[config.mk]
export PLATFORM = sky130hd
export DESIGN_NAME = ddr_port_arbiter_flat
export DESIGN_NICKNAME = d
export VERILOG_FILES = /design/src/rtl/ddr_port_arbiter_pkg.sv /design/src/rtl/ddr_port_arbiter_if.sv /design/src/rtl/ddr_port_arbiter_rr.sv /design/src/rtl/ddr_port_arbiter.sv /design/src/flat_wrapper.sv
export SDC_FILE = /design/constraint.sdc
export NUM_CORES = 1
export LEC_CHECK = 0
export CAP_MARGIN = 20
export CELL_PAD_IN_SITES_DETAIL_PLACEMENT = 0
export CELL_PAD_IN_SITES_GLOBAL_PLACEMENT = 1
export CORE_AREA = 10 10 228 230
export CTS_CLUSTER_SIZE = 20
export DETAILED_ROUTE_END_ITERATION = 6
export DIE_AREA = 0 0 238 240
export GPL_TIMING_DRIVEN = 0
export PLACE_DENSITY_LB_ADDON = 0.1
export SYNTH_ARGS = -nofsm -noshare
export SYNTH_HDL_FRONTEND = slang
export SYNTH_SLANG_ARGS = --single-unit
export TNS_END_PERCENT = 10
[constraint.sdc]
create_clock -name clk_i -period 11.8 [get_ports clk_i]
set_input_delay 1.18 -clock clk_i [delete_from_list [all_inputs] [get_ports clk_i]]
set_output_delay 1.18 -clock clk_i [all_outputs]
set_load 0.01 [all_outputs]
[src/rtl/ddr_port_arbiter_pkg.sv]
// Shared state encoding, default widths and pointer helper for the DDR port arbiter.
package ddr_port_arbiter_pkg;

    localparam int DDR_ADDR_W = 32;
    localparam int DDR_DATA_W = 32;
    localparam int DDR_LEN_W  = 8;

    typedef enum logic [1:0] {
        IDLE     = 2'd0,
        RD_ISSUE = 2'd1,
        RD_DATA  = 2'd2,
        WR_ISSUE = 2'd3
    } ddr_arb_state_t;

    function automatic int rr_next(input int idx, input int n);
        return (idx + 1 >= n) ? 0 : idx + 1;
    endfunction

endpackage

[src/rtl/ddr_port_arbiter_if.sv]
// Core-side request/return bus and DDR-side read/write ports of the arbiter.
interface ddr_port_arbiter_if
    import ddr_port_arbiter_pkg::*;
#(
    parameter int NUM_CORES = 4,
    parameter int ADDR_W    = DDR_ADDR_W,
    parameter int DATA_W    = DDR_DATA_W,
    parameter int LEN_W     = DDR_LEN_W
);
    logic [NUM_CORES-1:0]        core_rd_req;
    logic [NUM_CORES*ADDR_W-1:0] core_rd_addr;
    logic [NUM_CORES*LEN_W-1:0]  core_rd_len;
    logic [NUM_CORES-1:0]        core_rd_grant;
    logic [DATA_W-1:0]           core_rd_data;
    logic [NUM_CORES-1:0]        core_rd_valid;
    logic [NUM_CORES-1:0]        core_wr_req;
    logic [NUM_CORES*ADDR_W-1:0] core_wr_addr;
    logic [NUM_CORES*DATA_W-1:0] core_wr_data;
    logic [NUM_CORES-1:0]        core_wr_grant;
    logic                        ddr_read_req;
    logic [ADDR_W-1:0]           ddr_read_addr;
    logic [LEN_W-1:0]            ddr_read_len;
    logic                        ddr_read_grant;
    logic [DATA_W-1:0]           ddr_read_data;
    logic                        ddr_read_valid;
    logic                        ddr_write_req;
    logic [ADDR_W-1:0]           ddr_write_addr;
    logic [DATA_W-1:0]           ddr_write_data;
    logic                        ddr_write_grant;

    modport slave (
        input  core_rd_req, core_rd_addr, core_rd_len, core_wr_req, core_wr_addr, core_wr_data,
               ddr_read_grant, ddr_read_data, ddr_read_valid, ddr_write_grant,
        output core_rd_grant, core_rd_data, core_rd_valid, core_wr_grant,
               ddr_read_req, ddr_read_addr, ddr_read_len,
               ddr_write_req, ddr_write_addr, ddr_write_data
    );

    modport master (
        output core_rd_req, core_rd_addr, core_rd_len, core_wr_req, core_wr_addr, core_wr_data,
               ddr_read_grant, ddr_read_data, ddr_read_valid, ddr_write_grant,
        input  core_rd_grant, core_rd_data, core_rd_valid, core_wr_grant,
               ddr_read_req, ddr_read_addr, ddr_read_len,
               ddr_write_req, ddr_write_addr, ddr_write_data
    );

endinterface

[src/rtl/ddr_port_arbiter_rr.sv]
// Round-robin picker: first requester at or after the pointer wins; pointer moves past it when enabled.
module rr_arbiter
    import ddr_port_arbiter_pkg::*;
#(
    parameter int N     = 4,
    parameter int IDX_W = (N > 1) ? $clog2(N) : 1
) (
    input  logic             clk_i,
    input  logic             rst_i,
    input  logic [N-1:0]     req_i,
    input  logic             en_i,
    output logic [N-1:0]     gnt_o,
    output logic [IDX_W-1:0] idx_o,
    output logic             any_o
);
    logic [IDX_W-1:0] ptr_q;
    logic [IDX_W-1:0] cand_s;
    logic             hit_s;

    // Scan requesters in rotated order starting at the pointer.
    always_comb begin
        gnt_o  = '0;
        idx_o  = '0;
        any_o  = 1'b0;
        cand_s = '0;
        hit_s  = 1'b0;
        for (int i = 0; i < N; i++) begin
            cand_s        = IDX_W'((int'(ptr_q) + i) % N);
            hit_s         = req_i[cand_s] && !any_o;
            gnt_o[cand_s] = gnt_o[cand_s] | hit_s;
            idx_o         = hit_s ? cand_s : idx_o;
            any_o         = any_o | hit_s;
        end
    end

    // Pointer advances only when this channel's winner is actually taken.
    always_ff @(posedge clk_i) begin
        if (rst_i) begin
            ptr_q <= '0;
        end else if (en_i && any_o) begin
            ptr_q <= IDX_W'(rr_next(int'(idx_o), N));
        end
    end

endmodule

[src/rtl/ddr_port_arbiter.sv]
// Shares one DDR read port and one DDR write port among NUM_CORES cores, one transaction at a time.
module ddr_port_arbiter
    import ddr_port_arbiter_pkg::*;
#(
    parameter int NUM_CORES = 4,
    parameter int ADDR_W    = DDR_ADDR_W,
    parameter int DATA_W    = DDR_DATA_W,
    parameter int LEN_W     = DDR_LEN_W
) (
    input  logic              clk_i,
    input  logic              rst_i,
    ddr_port_arbiter_if.slave bus,
    output logic              busy_o
);
    localparam int IDX_W = (NUM_CORES > 1) ? $clog2(NUM_CORES) : 1;

    ddr_arb_state_t       state_q;
    logic                 busy_q;
    logic                 pref_wr_q;
    logic [IDX_W-1:0]     owner_q;
    logic [LEN_W-1:0]     cnt_q;
    logic                 rd_req_q;
    logic                 wr_req_q;
    logic [ADDR_W-1:0]    rd_addr_q;
    logic [ADDR_W-1:0]    wr_addr_q;
    logic [LEN_W-1:0]     rd_len_q;
    logic [DATA_W-1:0]    wr_data_q;
    logic [DATA_W-1:0]    rd_data_q;
    logic [NUM_CORES-1:0] rd_grant_q;
    logic [NUM_CORES-1:0] wr_grant_q;
    logic [NUM_CORES-1:0] rd_valid_q;

    logic [NUM_CORES-1:0] rd_pend_s, wr_pend_s, rd_gnt_s, wr_gnt_s;
    logic [IDX_W-1:0]     rd_idx_s, wr_idx_s;
    logic                 rd_any_s, wr_any_s, pick_rd_s, pick_wr_s;
    logic [ADDR_W-1:0]    rd_addr_s, wr_addr_s;
    logic [LEN_W-1:0]     rd_len_s;
    logic [DATA_W-1:0]    wr_data_s;
    logic [LEN_W:0]       cnt_nxt_s;

    // A core still holds its request during its grant pulse; that cycle must not re-arbitrate it.
    assign rd_pend_s = bus.core_rd_req & ~rd_grant_q;
    assign wr_pend_s = bus.core_wr_req & ~wr_grant_q;
    assign pick_rd_s = (state_q == IDLE) && rd_any_s && (!wr_any_s || !pref_wr_q);
    assign pick_wr_s = (state_q == IDLE) && wr_any_s && !pick_rd_s;
    assign cnt_nxt_s = {1'b0, cnt_q} + {{LEN_W{1'b0}}, 1'b1};

    rr_arbiter #(.N(NUM_CORES)) u_rd_rr (
        .clk_i (clk_i),
        .rst_i (rst_i),
        .req_i (rd_pend_s),
        .en_i  (pick_rd_s),
        .gnt_o (rd_gnt_s),
        .idx_o (rd_idx_s),
        .any_o (rd_any_s)
    );

    rr_arbiter #(.N(NUM_CORES)) u_wr_rr (
        .clk_i (clk_i),
        .rst_i (rst_i),
        .req_i (wr_pend_s),
        .en_i  (pick_wr_s),
        .gnt_o (wr_gnt_s),
        .idx_o (wr_idx_s),
        .any_o (wr_any_s)
    );

    // AND-OR select of the winning core's request fields.
    always_comb begin
        rd_addr_s = '0;
        rd_len_s  = '0;
        wr_addr_s = '0;
        wr_data_s = '0;
        for (int i = 0; i < NUM_CORES; i++) begin
            rd_addr_s = rd_addr_s | (bus.core_rd_addr[i*ADDR_W +: ADDR_W] & {ADDR_W{rd_gnt_s[i]}});
            rd_len_s  = rd_len_s  | (bus.core_rd_len[i*LEN_W +: LEN_W]    & {LEN_W{rd_gnt_s[i]}});
            wr_addr_s = wr_addr_s | (bus.core_wr_addr[i*ADDR_W +: ADDR_W] & {ADDR_W{wr_gnt_s[i]}});
            wr_data_s = wr_data_s | (bus.core_wr_data[i*DATA_W +: DATA_W] & {DATA_W{wr_gnt_s[i]}});
        end
    end

    // Transaction FSM with latched request fields, beat counter and registered outputs.
    always_ff @(posedge clk_i) begin
        if (rst_i) begin
            state_q    <= IDLE;
            busy_q     <= 1'b0;
            pref_wr_q  <= 1'b0;
            owner_q    <= '0;
            cnt_q      <= '0;
            rd_req_q   <= 1'b0;
            wr_req_q   <= 1'b0;
            rd_addr_q  <= '0;
            wr_addr_q  <= '0;
            rd_len_q   <= '0;
            wr_data_q  <= '0;
            rd_data_q  <= '0;
            rd_grant_q <= '0;
            wr_grant_q <= '0;
            rd_valid_q <= '0;
        end else begin
            rd_grant_q <= '0;
            wr_grant_q <= '0;
            rd_valid_q <= '0;
            case (state_q)
                IDLE: begin
                    if (pick_rd_s) begin
                        state_q   <= RD_ISSUE;
                        busy_q    <= 1'b1;
                        owner_q   <= rd_idx_s;
                        rd_req_q  <= 1'b1;
                        rd_addr_q <= rd_addr_s;
                        rd_len_q  <= (rd_len_s == '0) ? LEN_W'(1) : rd_len_s;
                        cnt_q     <= '0;
                    end else if (pick_wr_s) begin
                        state_q   <= WR_ISSUE;
                        busy_q    <= 1'b1;
                        owner_q   <= wr_idx_s;
                        wr_req_q  <= 1'b1;
                        wr_addr_q <= wr_addr_s;
                        wr_data_q <= wr_data_s;
                    end
                    if (rd_any_s && wr_any_s) begin
                        pref_wr_q <= !pref_wr_q;
                    end
                end
                RD_ISSUE: begin
                    if (bus.ddr_read_grant) begin
                        state_q             <= RD_DATA;
                        rd_req_q            <= 1'b0;
                        rd_grant_q[owner_q] <= 1'b1;
                    end
                end
                RD_DATA: begin
                    if (bus.ddr_read_valid) begin
                        rd_data_q           <= bus.ddr_read_data;
                        rd_valid_q[owner_q] <= 1'b1;
                        cnt_q               <= cnt_nxt_s[LEN_W-1:0];
                        if (cnt_nxt_s >= {1'b0, rd_len_q}) begin
                            state_q <= IDLE;
                            busy_q  <= 1'b0;
                        end
                    end
                end
                WR_ISSUE: begin
                    if (bus.ddr_write_grant) begin
                        state_q             <= IDLE;
                        busy_q              <= 1'b0;
                        wr_req_q            <= 1'b0;
                        wr_grant_q[owner_q] <= 1'b1;
                    end
                end
                default: begin
                    state_q <= IDLE;
                    busy_q  <= 1'b0;
                end
            endcase
        end
    end

    assign bus.core_rd_grant  = rd_grant_q;
    assign bus.core_wr_grant  = wr_grant_q;
    assign bus.core_rd_valid  = rd_valid_q;
    assign bus.core_rd_data   = rd_data_q;
    assign bus.ddr_read_req   = rd_req_q;
    assign bus.ddr_read_addr  = rd_addr_q;
    assign bus.ddr_read_len   = rd_len_q;
    assign bus.ddr_write_req  = wr_req_q;
    assign bus.ddr_write_addr = wr_addr_q;
    assign bus.ddr_write_data = wr_data_q;
    assign busy_o             = busy_q;

endmodule
[src/flat_wrapper.sv]
// flat-port wrapper written by rule: the top's interface ports become plain ports
module ddr_port_arbiter_flat import ddr_port_arbiter_pkg::*;
#(
    parameter int NUM_CORES = 4,
    parameter int ADDR_W    = DDR_ADDR_W,
    parameter int DATA_W    = DDR_DATA_W,
    parameter int LEN_W     = DDR_LEN_W
)
  (clk_i, rst_i, busy_o, bus_core_rd_req, bus_core_rd_addr, bus_core_rd_len, bus_core_wr_req, bus_core_wr_addr, bus_core_wr_data, bus_ddr_read_grant, bus_ddr_read_data, bus_ddr_read_valid, bus_ddr_write_grant, bus_core_rd_grant, bus_core_rd_data, bus_core_rd_valid, bus_core_wr_grant, bus_ddr_read_req, bus_ddr_read_addr, bus_ddr_read_len, bus_ddr_write_req, bus_ddr_write_addr, bus_ddr_write_data);
  ddr_port_arbiter_if #(.NUM_CORES(NUM_CORES), .ADDR_W(ADDR_W), .DATA_W(DATA_W), .LEN_W(LEN_W)) bus_i ();
  input  logic clk_i;
  input  logic rst_i;
  output logic busy_o;
  input wire logic [$bits(bus_i.core_rd_req)-1:0] bus_core_rd_req;
  input wire logic [$bits(bus_i.core_rd_addr)-1:0] bus_core_rd_addr;
  input wire logic [$bits(bus_i.core_rd_len)-1:0] bus_core_rd_len;
  input wire logic [$bits(bus_i.core_wr_req)-1:0] bus_core_wr_req;
  input wire logic [$bits(bus_i.core_wr_addr)-1:0] bus_core_wr_addr;
  input wire logic [$bits(bus_i.core_wr_data)-1:0] bus_core_wr_data;
  input wire logic [$bits(bus_i.ddr_read_grant)-1:0] bus_ddr_read_grant;
  input wire logic [$bits(bus_i.ddr_read_data)-1:0] bus_ddr_read_data;
  input wire logic [$bits(bus_i.ddr_read_valid)-1:0] bus_ddr_read_valid;
  input wire logic [$bits(bus_i.ddr_write_grant)-1:0] bus_ddr_write_grant;
  output wire logic [$bits(bus_i.core_rd_grant)-1:0] bus_core_rd_grant;
  output wire logic [$bits(bus_i.core_rd_data)-1:0] bus_core_rd_data;
  output wire logic [$bits(bus_i.core_rd_valid)-1:0] bus_core_rd_valid;
  output wire logic [$bits(bus_i.core_wr_grant)-1:0] bus_core_wr_grant;
  output wire logic [$bits(bus_i.ddr_read_req)-1:0] bus_ddr_read_req;
  output wire logic [$bits(bus_i.ddr_read_addr)-1:0] bus_ddr_read_addr;
  output wire logic [$bits(bus_i.ddr_read_len)-1:0] bus_ddr_read_len;
  output wire logic [$bits(bus_i.ddr_write_req)-1:0] bus_ddr_write_req;
  output wire logic [$bits(bus_i.ddr_write_addr)-1:0] bus_ddr_write_addr;
  output wire logic [$bits(bus_i.ddr_write_data)-1:0] bus_ddr_write_data;
  assign bus_i.core_rd_req = bus_core_rd_req;
  assign bus_i.core_rd_addr = bus_core_rd_addr;
  assign bus_i.core_rd_len = bus_core_rd_len;
  assign bus_i.core_wr_req = bus_core_wr_req;
  assign bus_i.core_wr_addr = bus_core_wr_addr;
  assign bus_i.core_wr_data = bus_core_wr_data;
  assign bus_i.ddr_read_grant = bus_ddr_read_grant;
  assign bus_i.ddr_read_data = bus_ddr_read_data;
  assign bus_i.ddr_read_valid = bus_ddr_read_valid;
  assign bus_i.ddr_write_grant = bus_ddr_write_grant;
  assign bus_core_rd_grant = bus_i.core_rd_grant;
  assign bus_core_rd_data = bus_i.core_rd_data;
  assign bus_core_rd_valid = bus_i.core_rd_valid;
  assign bus_core_wr_grant = bus_i.core_wr_grant;
  assign bus_ddr_read_req = bus_i.ddr_read_req;
  assign bus_ddr_read_addr = bus_i.ddr_read_addr;
  assign bus_ddr_read_len = bus_i.ddr_read_len;
  assign bus_ddr_write_req = bus_i.ddr_write_req;
  assign bus_ddr_write_addr = bus_i.ddr_write_addr;
  assign bus_ddr_write_data = bus_i.ddr_write_data;
  ddr_port_arbiter #(.NUM_CORES(NUM_CORES), .ADDR_W(ADDR_W), .DATA_W(DATA_W), .LEN_W(LEN_W)) u_core (.clk_i(clk_i), .rst_i(rst_i), .bus(bus_i), .busy_o(busy_o));
endmodule
==> out/summary.json <==
{
  "run_status": "completed",
  "mappedNetlistArea_sq_um": 9390,
  "leakage_nw": 5.94,
  "routed_wire_length_um": 61700,
  "design.final.nets": 2260,
  "finalCoreUtilization": 0.356,
  "min_path_type": "flop to flop",
  "timing.final.crit_share": 0.476,
  "post_synth_fa_ha_maj_area_fraction": 0.0227,
  "drt_first_iter_violations": 745,
  "post_cts_clock_slew_at_the_launch_and_capture_registers_of_the_worst_setup_and_hold_paths_ps": 70,
  "drv.max_cap_violation_count": 0,
  "criticalPathCategory": "flop to flop",
  "synthToLayoutAreaGrowth_pct": 79.7,
  "post_synth_and_or_nand_nor_area_fraction": 0.185,
  "routed_via_density": 4.84,
  "number_of_synthesized_register_bits": 168,
  "synth_sequential_area_ratio": 0.358,
  "grt_util_all_layers": 0.209,
  "firstDrtPassIters": 5,
  "synthesis.instances": 1152,
  "post_synth.cell_area_avg_sq_um": 8.15,
  "grt_max_degree": 18,
  "finalInstanceArea_sq_um": 16900,
  "clock_skew_ps": 11.4,
  "most_common_cell_after_layout_fill_and_taps_aside": "sky130_fd_sc_hd__clkdlybuf4s50_1",
  "detailed_place.area_sq_um": 16300,
  "drt_drc_violations_left": 0,
  "hpwl_um": 51400,
  "slew_headroom": 0.386,
  "pwr_density_cell_nw_per_um2": 274,
  "cellInternalPower_mw": 2.23,
  "port_buffers": 610,
  "timing.final.setup_violations": 0,
  "clk_root_buffer_cell": "sky130_fd_sc_hd__clkbuf_16",
  "ir_worst_vdd_mv": 0.114,
  "post_cts_hold_buffer_count": 0,
  "max_slew_violation_count": 0,
  "globalRoute.totalOverflow": 0,
  "synth_flop_cell": "sky130_fd_sc_hd__dfxtp_1",
  "finalCriticalPeriod_ps": 5610,
  "cts-resized-gates": 0,
  "die_height_um": 240,
  "design.die.area_sq_um": 57100,
  "num_rows": 80,
  "worstSetupEndpointType": "flop",
  "max-clock-path-buffers": 2,
  "power_frac_comb": 0.696,
  "post_synth_xor_area_fraction": 0.00840,
  "cts_tree": "done",
  "most-common-layout-cells": "610 x sky130_fd_sc_hd__clkdlybuf4s50_1, 168 x sky130_fd_sc_hd__dfxtp_1, 156 x sky130_fd_sc_hd__a21oi_1, 138 x sky130_fd_sc_hd__nor2_1, 92 x sky130_fd_sc_hd__nand2_1",
  "main_combinational_cell_family_by_area_after_synthesis": "compound AO/OA/AOI/OAI gates",
  "layout-drive-gt1-share": 0.0485,
  "path_max_fanout": 10,
  "fmax_mhz": 178,
  "antenna_found_initial": 22,
  "net-switching-power_mw": 2.40,
  "num-fill-cells": 4948,
  "die-width_um": 238,
  "synth_compound_area_frac": 0.332,
  "synth-async-reset-ratio": 0,
  "cts_inserted_buffers": 17,
  "final_hold_viol_count": 0,
  "yosys_warnings": 0,
  "critPathRequiredTime_ps": 12150,
  "grt_setup_unrepaired": "false",
  "post_synth_mux_area_share": 0.0392,
  "vias": 11699,
  "synth_cell_types": 66,
  "cts_setup_buffers": 0,
  "mappedNetlistNets": 1630,
  "clock_network_fraction_of_design_power": 0.125,
  "sequentialPowerShare": 0.179,
  "global_route_wire_length_before_repair_um": 86100,
  "worst-endpoint-arrival_ps": 5960,
  "drt-wirelength-per-cell_um": 25.5,
  "synth_enable_flop_cells": 0,
  "io_pins": 612,
  "final_antenna_net_count": 0,
  "tritoncts_num_sinks": 168,
  "grt_pass1_vias": 12123,
  "initial_core_util": 0.198,
  "worst_setup_path_start_kind": "flop",
  "tightest_slew_ps": 912,
  "sw_frac_of_total": 0.518,
  "h-tree-depth": 4,
  "area_of_the_placeable_core_sq_um": 47300,
  "gp_routability_congestion": 0.864,
  "setup_tns_ps": 0,
  "clkLatencyLatePin_ps": 490
}
==> metal layers <==
metal  vias to the layer above  routed length (um)  GRT usage
met1                      5566               23800      0.223
met5                         -                 141          0
met3                        68                5150     0.0898
met2                       418               31200      0.366
li1                       5625                   -          -
met4                        22                1410     0.0705
==> final timing paths <==
path	slack (ps)	to	depth (start not counted)	startpoint
setup / recovery	6190	u_core.bus.ddr_read_addr[27]	15	flop
hold / removal	450	u_core.bus.core_rd_data[12]	2	u_core.bus.core_rd_data[12]
setup reg to reg	6190	u_core.bus.ddr_read_addr[27]	15	flop
hold reg to reg	450	u_core.bus.core_rd_data[12]	2	u_core.bus.core_rd_data[12]
==> logic make-up after synthesis <==
| group | Yosys count |
|---|---|
| AO/OA/AOI/OAI | 441 |
| XOR/XNOR | 9 |
| adder cells (fa/ha/maj) | 17 |
| buffers and inverters | 123 |
| flip-flops | 168 |
| multiplexers | 22 |
| AND/OR/NAND/NOR | 372 |
==> synthesized netlist by cell type (all sizes together), types with 4 or more instances <==
cell,number,area [sq um]
o221ai,4,35.0
a311oi,68,596
nor2b,80,500
nor3,6,30.0
xnor2,5,43.8
a221oi,8,70.1
inv,20,75.1
a22oi,72,541
and3,6,37.5
nor2,138,518
nand2,92,345
mux4,10,225
a222oi,38,380
o21ai,14,70.1
nand3,16,80.1
a21o,9,67.6
and2,6,37.5
nand4,4,25.0
dfxtp,168,3360
a21oi,159,807
nand2b,9,56.3
mux2i,10,116
clkbuf,66,248
a211oi,36,270
xor2,4,35.0
ha,17,213
buf,36,178
==> registers in the layout (all words and copies together), names as in the netlist, 2 cells and up, named ones only <==
register and count:
u_core.bus.core_rd_data 32, u_core.owner_q 2, u_core.bus.ddr_write_data 32, u_core.cnt_q 8, u_core.bus.ddr_read_len 8, u_core.state_q 2
u_core.bus.core_rd_grant 4, u_core.bus.ddr_write_addr 32, u_core.bus.core_wr_grant 4, u_core.bus.ddr_read_addr 32, u_core.bus.core_rd_valid 4
==> worst max-delay path, cell delays in order, from the launching register on <==
cell and delay, ps:
sky130_fd_sc_hd__dfxtp_1 370, sky130_fd_sc_hd__buf_4 200, sky130_fd_sc_hd__clkinv_1 300, sky130_fd_sc_hd__ha_1 390, sky130_fd_sc_hd__clkbuf_1 360, sky130_fd_sc_hd__mux4_2 630, sky130_fd_sc_hd__mux2i_2 270, sky130_fd_sc_hd__o21ai_0 220
sky130_fd_sc_hd__mux4_2 600, sky130_fd_sc_hd__o221ai_1 370, sky130_fd_sc_hd__nand4_1 160, sky130_fd_sc_hd__and2_1 210, sky130_fd_sc_hd__buf_2 220, sky130_fd_sc_hd__clkbuf_1 340, sky130_fd_sc_hd__a222oi_1 670, sky130_fd_sc_hd__a211oi_1 140
==> stage by stage <==
step	instances	worst slack, ps	power (mW)	hold WS [ps]
after floorplan	1152	7410	2.70	472
after global placement	2377	4850	4.09	441
after detailed placement	2378	5780	4.10	446
after CTS	2410	6230	4.70	457
after global routing	2417	5970	5.00	472
final	2419	6190	4.63	455
==> power by group through the flow <==
stage | Clock (mW) | Combinational (mW) | Sequential, mW
6_report | 0.579 | 3.22 | 0.827
5_1_grt | 0.626 | 3.53 | 0.849
4_1_cts | 0.602 | 3.27 | 0.828
3_5_place_dp | 0 | 3.26 | 0.839
3_3_place_gp | 0 | 3.26 | 0.832
2_1_floorplan | 0 | 1.81 | 0.890
==> final cells by class <==
cell class | count | area (sq um) | area share
diodes | 9 | 22.5 | 0.00134
multi-input cells | 861 | 5520 | 0.327
plain buffers | 102 | 425 | 0.0252
clock inverters | 14 | 133 | 0.00786
repair buffers | 611 | 6110 | 0.362
well taps | 615 | 769 | 0.0456
clock buffers | 18 | 439 | 0.0260
inverters | 21 | 78.8 | 0.00467
flip-flops and latches | 168 | 3360 | 0.199
No activity file was read; power rests on OpenSTA's default activity.
